<file path="config.mk">
export PLATFORM = sky130hd
export DESIGN_NAME = forward_ctrl
export DESIGN_NICKNAME = d
export VERILOG_FILES = /design/src/rtl/forward_ctrl.sv
export SDC_FILE = /design/constraint.sdc
export NUM_CORES = 1
export LEC_CHECK = 0
export ABC_AREA = 0
export CORE_ASPECT_RATIO = 0.75
export CORE_MARGIN = 2
export CORE_UTILIZATION = 48
export CTS_CLUSTER_SIZE = 24
export DETAILED_ROUTE_END_ITERATION = 12
export HOLD_SLACK_MARGIN = 0.1
export PLACE_DENSITY = 0.79
export SLEW_MARGIN = 25
export SYNTH_ARGS = -nofsm -noshare
export SYNTH_HDL_FRONTEND = slang
export SYNTH_SLANG_ARGS = --single-unit
</file>
<file path="constraint.sdc">
create_clock -name clk -period 2.4 [get_ports clk]
set_clock_uncertainty 0.15 [all_clocks]
set_input_delay 0.48 -clock clk [delete_from_list [all_inputs] [get_ports clk]]
set_output_delay 0.48 -clock clk [all_outputs]
set_load 0.1 [all_outputs]
</file>
<file path="src/rtl/forward_ctrl.sv">
// -----------------------------------------------------------------------------
// forward_ctrl
//   Forwarding and load-use hazard controller for a 4-stage ID->EX->MEM->WB
//   pipeline. It tracks the destination tags of the instructions in EX (t1)
//   and MEM (t2). For each EX operand it produces a registered mux select:
//   00 = register file, 10 = EX/MEM result, 01 = MEM/WB result.
//   A load in EX that feeds the instruction in ID stalls ID for one cycle.
//   Each such stall is counted in a saturating counter.
//
// Parameters
//   RA_W   register address width
//   CNT_W  load-use stall counter width
//
// Ports
//   clk, rst_n        clock (rising edge), asynchronous active-low reset
//   id_valid          ID holds a real instruction
//   id_rs_a/id_use_a  operand A source register / operand A reads a register
//   id_rs_b/id_use_b  operand B source register / operand B reads a register
//   id_rd/id_we       ID destination register / ID instruction writes it
//   id_load           ID instruction is a memory load
//   hold              freeze all state (memory wait)
//   flush             kill the ID instruction (taken branch)
//   stall             freeze PC/IF/ID this cycle (combinational)
//   sel_a/sel_b       forwarding selects for the EX operand muxes (registered)
//   ex_valid          EX holds a real instruction (registered)
//   lu_stall_cnt      saturating count of load-use stalls
// -----------------------------------------------------------------------------
module forward_ctrl #(
    parameter int RA_W  = 3,
    parameter int CNT_W = 16
) (
    input  logic             clk,
    input  logic             rst_n,
    input  logic             id_valid,
    input  logic [RA_W-1:0]  id_rs_a,
    input  logic             id_use_a,
    input  logic [RA_W-1:0]  id_rs_b,
    input  logic             id_use_b,
    input  logic [RA_W-1:0]  id_rd,
    input  logic             id_we,
    input  logic             id_load,
    input  logic             hold,
    input  logic             flush,
    output logic             stall,
    output logic [1:0]       sel_a,
    output logic [1:0]       sel_b,
    output logic             ex_valid,
    output logic [CNT_W-1:0] lu_stall_cnt
);

    // EX-stage tag
    logic            t1_v_q,  t1_v_d;
    logic [RA_W-1:0] t1_rd_q, t1_rd_d;
    logic            t1_we_q, t1_we_d;
    logic            t1_ld_q, t1_ld_d;
    // MEM-stage tag. Whether it was a load no longer matters: its result is
    // available on the MEM/WB path either way.
    logic            t2_v_q,  t2_v_d;
    logic [RA_W-1:0] t2_rd_q, t2_rd_d;
    logic            t2_we_q, t2_we_d;

    logic [1:0]       sel_a_q, sel_a_d;
    logic [1:0]       sel_b_q, sel_b_d;
    logic             ex_valid_q, ex_valid_d;
    logic [CNT_W-1:0] cnt_q, cnt_d;

    // Per-operand hit against EX (match1) and MEM (match2), plus the select
    // the operand would get if the ID instruction issues this cycle.
    logic [1:0]      match1;
    logic [1:0]      match2;
    logic [1:0][1:0] op_sel;
    logic            issue;

    genvar gi;
    generate
        for (gi = 0; gi < 2; gi++) begin : g_op
            logic [RA_W-1:0] rs;
            logic            use_r;
            assign rs    = (gi == 0) ? id_rs_a  : id_rs_b;
            assign use_r = (gi == 0) ? id_use_a : id_use_b;
            assign match1[gi] = t1_v_q & t1_we_q & (t1_rd_q == rs) & use_r;
            assign match2[gi] = t2_v_q & t2_we_q & (t2_rd_q == rs) & use_r;
            // A load in EX has no result yet, so it never forwards from EX.
            // That case stalls instead and resolves through MEM next cycle.
            assign op_sel[gi] = (match1[gi] & ~t1_ld_q) ? 2'b10 :
                                match2[gi]              ? 2'b01 : 2'b00;
        end
    endgenerate

    // flush takes priority over a load-use stall
    assign stall = id_valid & ~flush & (|match1) & t1_ld_q;
    assign issue = id_valid & ~stall & ~flush;

    always_comb begin
        // defaults: everything holds
        t1_v_d     = t1_v_q;
        t1_rd_d    = t1_rd_q;
        t1_we_d    = t1_we_q;
        t1_ld_d    = t1_ld_q;
        t2_v_d     = t2_v_q;
        t2_rd_d    = t2_rd_q;
        t2_we_d    = t2_we_q;
        sel_a_d    = sel_a_q;
        sel_b_d    = sel_b_q;
        ex_valid_d = ex_valid_q;
        cnt_d      = cnt_q;
        if (!hold) begin
            t2_v_d  = t1_v_q;
            t2_rd_d = t1_rd_q;
            t2_we_d = t1_we_q;
            if (issue) begin
                t1_v_d     = 1'b1;
                t1_rd_d    = id_rd;
                t1_we_d    = id_we;
                t1_ld_d    = id_load;
                sel_a_d    = op_sel[0];
                sel_b_d    = op_sel[1];
                ex_valid_d = 1'b1;
            end else begin
                // bubble into EX
                t1_v_d     = 1'b0;
                sel_a_d    = 2'b00;
                sel_b_d    = 2'b00;
                ex_valid_d = 1'b0;
            end
            // a stall that was held counts once, on the releasing edge
            if (stall && (cnt_q != {CNT_W{1'b1}})) begin
                cnt_d = cnt_q + CNT_W'(1);
            end
        end
    end

    always_ff @(posedge clk or negedge rst_n) begin
        if (!rst_n) begin
            t1_v_q     <= 1'b0;
            t1_rd_q    <= '0;
            t1_we_q    <= 1'b0;
            t1_ld_q    <= 1'b0;
            t2_v_q     <= 1'b0;
            t2_rd_q    <= '0;
            t2_we_q    <= 1'b0;
            sel_a_q    <= 2'b00;
            sel_b_q    <= 2'b00;
            ex_valid_q <= 1'b0;
            cnt_q      <= '0;
        end else begin
            t1_v_q     <= t1_v_d;
            t1_rd_q    <= t1_rd_d;
            t1_we_q    <= t1_we_d;
            t1_ld_q    <= t1_ld_d;
            t2_v_q     <= t2_v_d;
            t2_rd_q    <= t2_rd_d;
            t2_we_q    <= t2_we_d;
            sel_a_q    <= sel_a_d;
            sel_b_q    <= sel_b_d;
            ex_valid_q <= ex_valid_d;
            cnt_q      <= cnt_d;
        end
    end

    assign sel_a        = sel_a_q;
    assign sel_b        = sel_b_q;
    assign ex_valid     = ex_valid_q;
    assign lu_stall_cnt = cnt_q;

endmodule

</file>
==> results of run 1 <==
[registers in the layout, indices dropped and copies added, names as in the netlist]
name	flops
t1_we_q	1
t2_rd_q	3
lu_stall_cnt	16
t2_v_q	1
t1_rd_q	3
ex_valid	1
t1_ld_q	1
sel_b	2
sel_a	2
t2_we_q	1
[worst max-delay path: stages]
cell           delay (ns)
dlygate4sd2_1        0.29
xor2_2               0.20
nor4_4               0.31
o21ai_2              0.14
nor2_4               0.14
buf_12               0.18
[cells in the mapped netlist (all sizes together)]
library cell	count
nand4	5
ha	1
nor2	10
nand3	9
nor3	5
clkbuf	1
o2111ai	2
a22o	2
o21ai	3
xnor2	9
nor4	5
mux2	11
or4	1
xor2	17
nand2	10
or3b	1
a21oi	2
nand2b	2
nand3b	1
a2bb2oi	1
inv	4
dfrtp	31
[what timing repair did]
| action | in CTS | in global routing |
|---|---|---|
| gates resized for setup | 12 | 5 |
| cloned | 0 | 0 |
| pin swaps | 4 | 3 |
| setup buffers | 3 | 1 |
| setup endpoints to repair | 1 | 9 |
| endpoints found under the hold margin | 0 | 0 |
[report_power, final]
group / total (W) / leakage [nW] / internal, W / switching [W]
sequential: 0.000619 / 0.384 / 0.000562 / 0.0000564
clock: 0.000439 / 0.0515 / 0.000261 / 0.000178
combinational: 0.000219 / 0.611 / 0.000108 / 0.000111
total: 0.00128 / 1.05 / 0.000932 / 0.000345
[cell usage in the layout (no fill, tap or decap), drive strengths merged, types with 6 or more instances in the layout]
| cell | instances |
|---|---|
| buf | 42 |
| clkbuf | 8 |
| clkdlybuf4s50 | 9 |
| dfrtp | 31 |
| dlygate4sd2 | 6 |
| mux2 | 11 |
| nand2 | 10 |
| nand3 | 9 |
| nor2 | 10 |
| xnor2 | 9 |
| xor2 | 17 |
[cells by family (layout without fill, tap and decap cells)]
logic type / after synthesis / in the layout
buf+inv: 5 / 71
compound gates: 10 / 10
fa+ha+maj: 1 / 1
mux: 11 / 11
flops: 31 / 31
xor+xnor: 26 / 26
simple gates: 49 / 49
[worst paths after layout]
check | to | slack [ns] | cells after the start
worst max-delay path | stall | 0.02 | 6
worst min-delay path | lu_stall_cnt[11]$_DFFE_PN0P_ | 0.33 | 1
worst min register to register | lu_stall_cnt[11]$_DFFE_PN0P_ | 0.33 | 1
max in group asynchronous | ex_valid$_DFFE_PN0N_ | 1.34 | 2
worst max register to register | lu_stall_cnt[7]$_DFFE_PN0P_ | 0.16 | 8
min in group asynchronous | lu_stall_cnt[4]$_DFFE_PN0P_ | 0.44 | 2
[per-layer routing]
layer	GRT usage	routed length, um	vias up
met5	0	0	-
met4	0.121	95	0
met3	0.0610	178	11
met2	0.365	1870	35
met1	0.250	1620	623
li1	-	-	594
[area by class of cell]
type                       count  area (um2)  share of cell area
multi-input combinational     97         821               0.360
timing repair buffer          59         495               0.217
tap                           38        47.5              0.0209
inverter                       4        15.0             0.00659
sequential                    31         800               0.351
clock buffer                   8         100              0.0439
[through the flow]
step | instances | power (W)
floorplan | 133 | 0.000739
global placement | 225 | 0.000818
detailed placement | 225 | 0.000829
CTS | 236 | 0.00128
global route | 237 | 0.00134
finish | 237 | 0.00128
==> metrics.log, run 1 <==
INFO  metric cp_data_required_time = 1.77 ns
INFO  metric ant_nets = 0
INFO  metric global_route_wire_length_before_repair = 5830 um
INFO  metric worst_setup_path_end_kind = primary output
INFO  metric via_per_inst = 5.33
INFO  metric initial_antenna_violation_count = 0
INFO  metric synth_compound_area_frac = 0.0528
INFO  metric global_route.usage.total = 0.215
INFO  metric holdBufCountCts = 0
INFO  metric yosysWarnings = 0
INFO  metric synth.top_cells.by_area = dfrtp_1 50%, xor2_1 9.7%, mux2_2 7.3%, xnor2_1 5.1%, nand3_1 2.9%
INFO  metric die-height = 53.0 um
INFO  metric post-route-period-util = 0.990
INFO  metric drc_errors = 0
INFO  metric post_synth_inst_count = 133
INFO  metric synth-seq-area-share = 0.504
INFO  metric cts_made_buffers = 5
INFO  metric synth_nets = 152
INFO  metric post_synth_and_or_nand_nor_area_fraction = 0.194
INFO  metric combinational_family_with_the_most_area_after_synthesis = simple AND/OR/NAND/NOR gates
INFO  metric htreeDepth = 2
INFO  metric power_density = 560 nW/um2
INFO  metric final_layout_fill_cell_count = 195
INFO  metric drt-pass1-iter-count = 4
INFO  metric area_growth = 48.0%
INFO  metric grt_start_max_net_pins = 32
INFO  metric yosys.area.top_type = dfrtp_1
INFO  metric syn_area = 1540 um2
INFO  metric reg2reg_from = t1_rd_q[2]$_DFFE_PN0P_
INFO  metric clk_latency = 0.28 ns
INFO  metric synth.area.mux_share = 0.0805
INFO  metric utilization = 0.760
INFO  metric slew_at_the_pin_closest_to_its_max_slew_limit = 0.463 ns
INFO  metric drt_iter0_drc = 54
INFO  metric synth-seq-cells = 31
INFO  metric drive_above_1_share = 0.452
INFO  metric grt_remaining_overflow = 0
INFO  metric drv_slew = 0
INFO  metric worstSetupStartpointType = input port
INFO  metric adder_cell_area_share_of_the_yosys_netlist = 0.00813
INFO  metric synthXorXnorAreaFrac = 0.148
INFO  metric finalHoldViolations = 0
INFO  metric portBuffers = 39
INFO  metric outcome = finished clean
INFO  metric setup.worst_path.start = id_rs_a[0]
INFO  metric synth.distinct_cells = 26
INFO  metric cts_num_sinks = 31
INFO  metric worstPathMaxFanout = 2
INFO  metric setup_total_negative_slack = 0 ns
INFO  metric criticalPathCategory = in -> out
INFO  metric setup_slack_after_placement = -0.200 ns
INFO  metric holdCritStartpoint = lu_stall_cnt[11]$_DFFE_PN0P_
INFO  metric relSlewSlack = 0.691
INFO  metric routabilityCongestion = 0.780
INFO  metric worst_slack = 0.0246 ns
INFO  metric hold_class = reg -> reg
INFO  metric synth.avg_cell_area = 11.6 um2
INFO  metric fmax = 421 MHz
INFO  metric synth_top_area_frac = 0.504
INFO  metric first_global_vias = 1260
INFO  metric leakage = 1.05 nW
INFO  metric wire_per_inst = 15.9 um
INFO  metric clkTransAtPathRegs = 0.06 ns
INFO  metric post-route-cell-area = 2280 um2
INFO  metric fp.dieArea = 3680 um2
INFO  metric via_count = 1263
INFO  metric setup_violations = 0
INFO  metric timing.final.crit_period = 2.38 ns
INFO  metric start_util = 0.513
INFO  metric clockBufferDepth = 2
INFO  metric die_width = 69.4 um
INFO  metric max_cap_violations = 0
INFO  metric timing.hold.ws = 0.332 ns
INFO  metric top_level_ports = 40
INFO  metric design.final.nets = 217
INFO  metric drt-total-wl = 3760 um
INFO  metric floorplan_row_count = 17
INFO  metric peakVddDrop = 0.405 mV
INFO  metric arrival_time_of_the_worst_setup_path = 1.75 ns
INFO  metric placed_cell_area = 2090 um2
INFO  metric antenna_diode_instance_count = 0
INFO  metric ctsRootBufferMaster = clkbuf_8
INFO  metric fp.coreArea = 3000 um2
INFO  metric cts_tree = built
Note: power is estimated with default switching activity, not from simulation.
==> run 2: changes to the inputs <==
--- a/config.mk
+++ b/config.mk
@@ -6,6 +6,7 @@
 export NUM_CORES = 1
 export LEC_CHECK = 0
 export ABC_AREA = 0
+export CAP_MARGIN = 20
 export CORE_ASPECT_RATIO = 0.75
 export CORE_MARGIN = 2
 export CORE_UTILIZATION = 48
==> results of run 2 <==
Same layout as run 1: the final DEF is identical, and so are final timing and power.
==> RTL change 1: new RTL, settings of run 2 <==
Set the parameter `RA_W` to 5 (it was 3).
--- a/src/rtl/forward_ctrl.sv
+++ b/src/rtl/forward_ctrl.sv
@@ -26,7 +26,7 @@
 //   lu_stall_cnt      saturating count of load-use stalls
 // -----------------------------------------------------------------------------
 module forward_ctrl #(
-    parameter int RA_W  = 3,
+    parameter int RA_W  = 5,
     parameter int CNT_W = 16
 ) (
     input  logic             clk,
Interface: changed (resized id_rd, id_rs_a and id_rs_b); port bits go from 40 to 46. No check against the original RTL was run, so the function may have changed too.
==> RTL change 1 against run 2 <==
The run now ends with setup timing left. Sequential cell count grew 4. Combinational power increased by 21%. Maximum frequency shrank 5.8%. Sequential share of layout area down 0.64 points. Routed wire length increased by 11%. Core utilization shrank 4.8 points. Worst setup slack got worse by 0.15 ns. Power increased by 13%. Design area up 13%. Synthesized area grew 15%. Highest routed layer unchanged.
==> RTL change 1: results (changes against run 2) <==
mux cell area share after synthesis=9.08% (+1.0 points); first-pass GRT wire length=6.75 mm (+16%); drt wl/cell=14.8 um (-7.0%); number of DRC markers in iteration 0=50 (-7.4%); Synth Area in XOR/XNOR=17.3% (+2.5 points); largest net degree at the start of global routing=36 (+13%); detailed placer's ending HPWL=3.06 mm; Slew headroom=67.6% (-1.5 points); Final nets=254 (+17%); latest clock arrival within the worst-skew pair=0.29 ns; Detail Route met2 WL=2.03 mm (+8.5%); Final TNS setup=-0.122 ns (-0.122 ns); Total Wirelength=4.16 mm (+11%); ys flop type=dfrtp_1; crit path DAT=1.89 ns (+0.14 ns); adder-cell share of the synthesized area=0.704% (-0.11 points); GR Overflow Total=0 (unchanged); synth cell count leaders=35 x dfrtp_1, 24 x xnor2_1, 13 x mux2_2, 12 x nand2_1, 11 x xor2_1; Net Count, Synth=179 (+18%); number of port buffers=45 (+15%); top cells by area, synth=dfrtp_1 49%, xnor2_1 12%, mux2_2 8.2%; crit path max fanout=4 (+2); PnR worst setup slack=-0.122 ns (-0.147 ns); H-tree levels=2 (unchanged); met3 routed WL=152 um (-15%); Critical-path top delay cell=dfrtp_1; Slowest Stage Delay on Critical Path=0.43 ns (+0.12 ns); peak supply drop=0.425 mV (+4.8%); layout cells sized above 1=38.7% (-6.5 points); complex-gate fraction of the synthesized area=4.37% (-0.92 points); CTS buffer count=5 (unchanged); outcome=finished, violations left; fillers=264 (+35%); distinct cell type count after synthesis=28 (+7.7%); vias per cell=5.18 (-2.7%); RePlAce Congestion=0.903 (+16%); family with the most delay on the worst path=simple AND/OR/NAND/NOR gates; Setup violations, final=1 (+1); worst hold path type=reg2reg; Seq/Total Area, Yosys=49.3% (-1.1 points); failing checks=setup timing; Total Routing Usage GR=21.5% (+0.058 points); dpl cells=267 (+19%); placed cell area=2390 sq um (+14%); DP Worst Slack=-0.385 ns (-0.185 ns); CTS Buffer Depth=2 (unchanged); wl on met1=1.92 mm (+19%); synthesized area per cell=11.5 sq um (-0.30%); P_leak=0.00119 uW (+13%); vias in the first global route=1464 (+16%)
-- RTL change 1: final timing paths --
path                            startpoint              end  slack [ns]  depth (start not counted)
min in group asynchronous            rst_n       t2_rd_q[0]        0.44                          2
worst min-delay path              sel_a[0]         sel_a[0]        0.33                          2
max in group asynchronous            rst_n  lu_stall_cnt[6]        1.32                          2
worst max register to register  t1_rd_q[1]  lu_stall_cnt[6]        0.12                         10
worst min register to register    sel_a[0]         sel_a[0]        0.33                          2
worst max-delay path            t1_rd_q[1]            stall       -0.12                          6
-- RTL change 1: layout make-up --
type                            count  area [sq um]  share of cell area (%)
Multi-Input combinational cell    112           892                    34.7
Sequential cell                    35           886                    34.5
Timing Repair Buffer               74           624                    24.3
Clock buffer                        8           100                    3.89
Tap cell                           52          65.1                    2.53
Inverter                            1          3.75                   0.146
-- RTL change 1: cells by family (layout without fill, tap and decap cells) --
logic type,count (synthesis),after routing
compound gates,9,9
simple gates,53,53
fa+ha+maj,1,1
flops,35,35
mux,14,14
buf+inv,7,83
xor+xnor,35,35
-- RTL change 1: timing repair --
action                                  in CTS  in global routing
hold buffers                                 0                  0
pin swaps                                    9                  8
gates resized for setup                     14                  6
setup buffers                                4                  6
endpoints found under the setup margin       1                 15
-- RTL change 1: metal layers --
layer / global-route usage (%) / up-vias
li1: - / 690
met1: 29.6 / 733
met2: 33.4 / 34
met3: 4.85 / 5
met4: 7.65 / 0
met5: 0 / -
-- RTL change 1: worst reg2reg max path, cell delays in order (launching register included) --
cell and delay (ns):
dfrtp_1 0.43, xor2_1 0.17, nor4_2 0.31, nand3_1 0.17
buf_4 0.16, buf_4 0.15, a21oi_4 0.21, buf_6 0.15
buf_4 0.10, nand2_1 0.05, xnor2_1 0.13
-- RTL change 1: metrics by stage --
stage                     total power [uW]  hold slack, ns
after global routing                  1500           0.356
after global placement                 947           0.307
final                                 1440           0.330
after CTS                             1430           0.329
after detailed placement               963           0.312
after floorplan                        838          0.0344
-- RTL change 1: where the power goes --
group | total (uW) | internal [uW] | switching (uW)
clock | 468 | 262 | 206
sequential | 705 | 641 | 63.8
combinational | 264 | 148 | 116
total | 1440 | 1050 | 387
==> RTL change 2: new RTL, settings of run 2 <==
Without the edit above. Put one more register stage on the output `lu_stall_cnt`, without a reset. The value now appears one clock later. The other outputs are not delayed to match.
--- a/src/rtl/forward_ctrl.sv
+++ b/src/rtl/forward_ctrl.sv
@@ -161,7 +161,9 @@
     assign sel_a        = sel_a_q;
     assign sel_b        = sel_b_q;
     assign ex_valid     = ex_valid_q;
-    assign lu_stall_cnt = cnt_q;
+    always_ff @(posedge clk) begin
+        lu_stall_cnt <= cnt_q;
+    end
 
 endmodule
 
Formal check against the unedited RTL: not equivalent (Yosys sat finds a counterexample within 4 cycles, from zero or initial values and one cycle with rst_n low).
==> RTL change 2 against run 2 <==
The run now ends with setup timing left. Combinational power fell by 9.1%. Power rose by 21%. Synthesized area rose by 18%. Design area rose by 11%. Count of clock-buffer cells in the layout fell by 1. Routed wire length rose by 4.3%. Sequential cell count rose by 16. Worst setup slack got worse by 0.25 ns.
==> RTL change 2: results (changes against run 2) <==
Final TNS setup=-0.386 ns (-0.386 ns); RePlAce Congestion=0.796 (+2.1%); Multi-input gate area=726 sq um (-12%); Clock Sinks=47 (+52%); minimum hold slack=0.277 ns (-0.0550 ns); Reg2Reg Depth=7 (-1); vias in the first global route=1404 (+11%); synth cell count leaders=31 x dfrtp_1, 16 x dfxtp_1, 16 x xor2_1, 13 x nand2_1, 12 x nor2_1; Inverters, non-clock=0 (-4); Seq/Total Area, Yosys=60.6% (+10 points); outcome=finished, violations left; sequential cell area share=43.6% (+8.5 points); first-pass GRT wire length=6.77 mm (+16%); mux cell area share after synthesis=6.22% (-1.8 points); met3 Track Usage GR=6.01% (-0.088 points); worst min-delay path endpoint=lu_stall_cnt[12]; multi-input combinational gate total=98 (+1.0%); Logic power comb=199 uW (-9.1%); GR Util met2=32.2% (-4.3 points); Async SR Flop Fraction=66.0% (-34 points); top cells by area, synth=dfrtp_1 43%, dfxtp_1 18%, xor2_1 7.7%; Net Count, Synth=166 (+9.2%); failing checks=setup timing; FF-to-FF End=cnt_q[11]; crit path max fanout=3 (+1); PnR worst setup slack=-0.222 ns (-0.247 ns); DP Worst Slack=-0.495 ns (-0.296 ns); crit path DAT=1.99 ns (+0.24 ns); Total Routing Usage GR=21.3% (-0.21 points); min-delay src=cnt_q[12]; adder-cell share of the synthesized area=0.692% (-0.12 points); distinct cell type count after synthesis=22 (-15%); layout cells sized above 1=36.2% (-9.0 points); Setup violations, final=5 (+5); Final non-clock buffer share=21.4% (-0.30 points); hold path depth=0 (-1); synthesized area per cell=12.3 sq um (+6.4%)
==> RTL change 2: changes by cell type after synthesis, moves of 3 or more <==
cell     before  now
o31ai_1       0    4
dfxtp_1       0   16
inv_1         4    0
o21ai_0       3    0
nand2_1      10   13
==> RTL change 2: per-layer routing <==
metal,part of all wire (%),up-vias
li1,-,647
met1,45,645
met2,48,36
met3,4.6,10
met4,2.2,0
met5,0,-
==> RTL change 2: what timing repair did <==
action,in CTS,in global routing
gates resized for setup,11,6
gates cloned,0,0
pin swaps,8,8
setup buffers,2,4
hold buffers,0,0
endpoints found under the hold margin,0,0
setup endpoints to repair,21,12
==> RTL change 2: critical path: stages <==
cell,delay [ns]
dlygate4sd2_1,0.25
xor2_1,0.17
or4_4,0.53
a21bo_4,0.25
nor2_4,0.12
buf_12,0.19
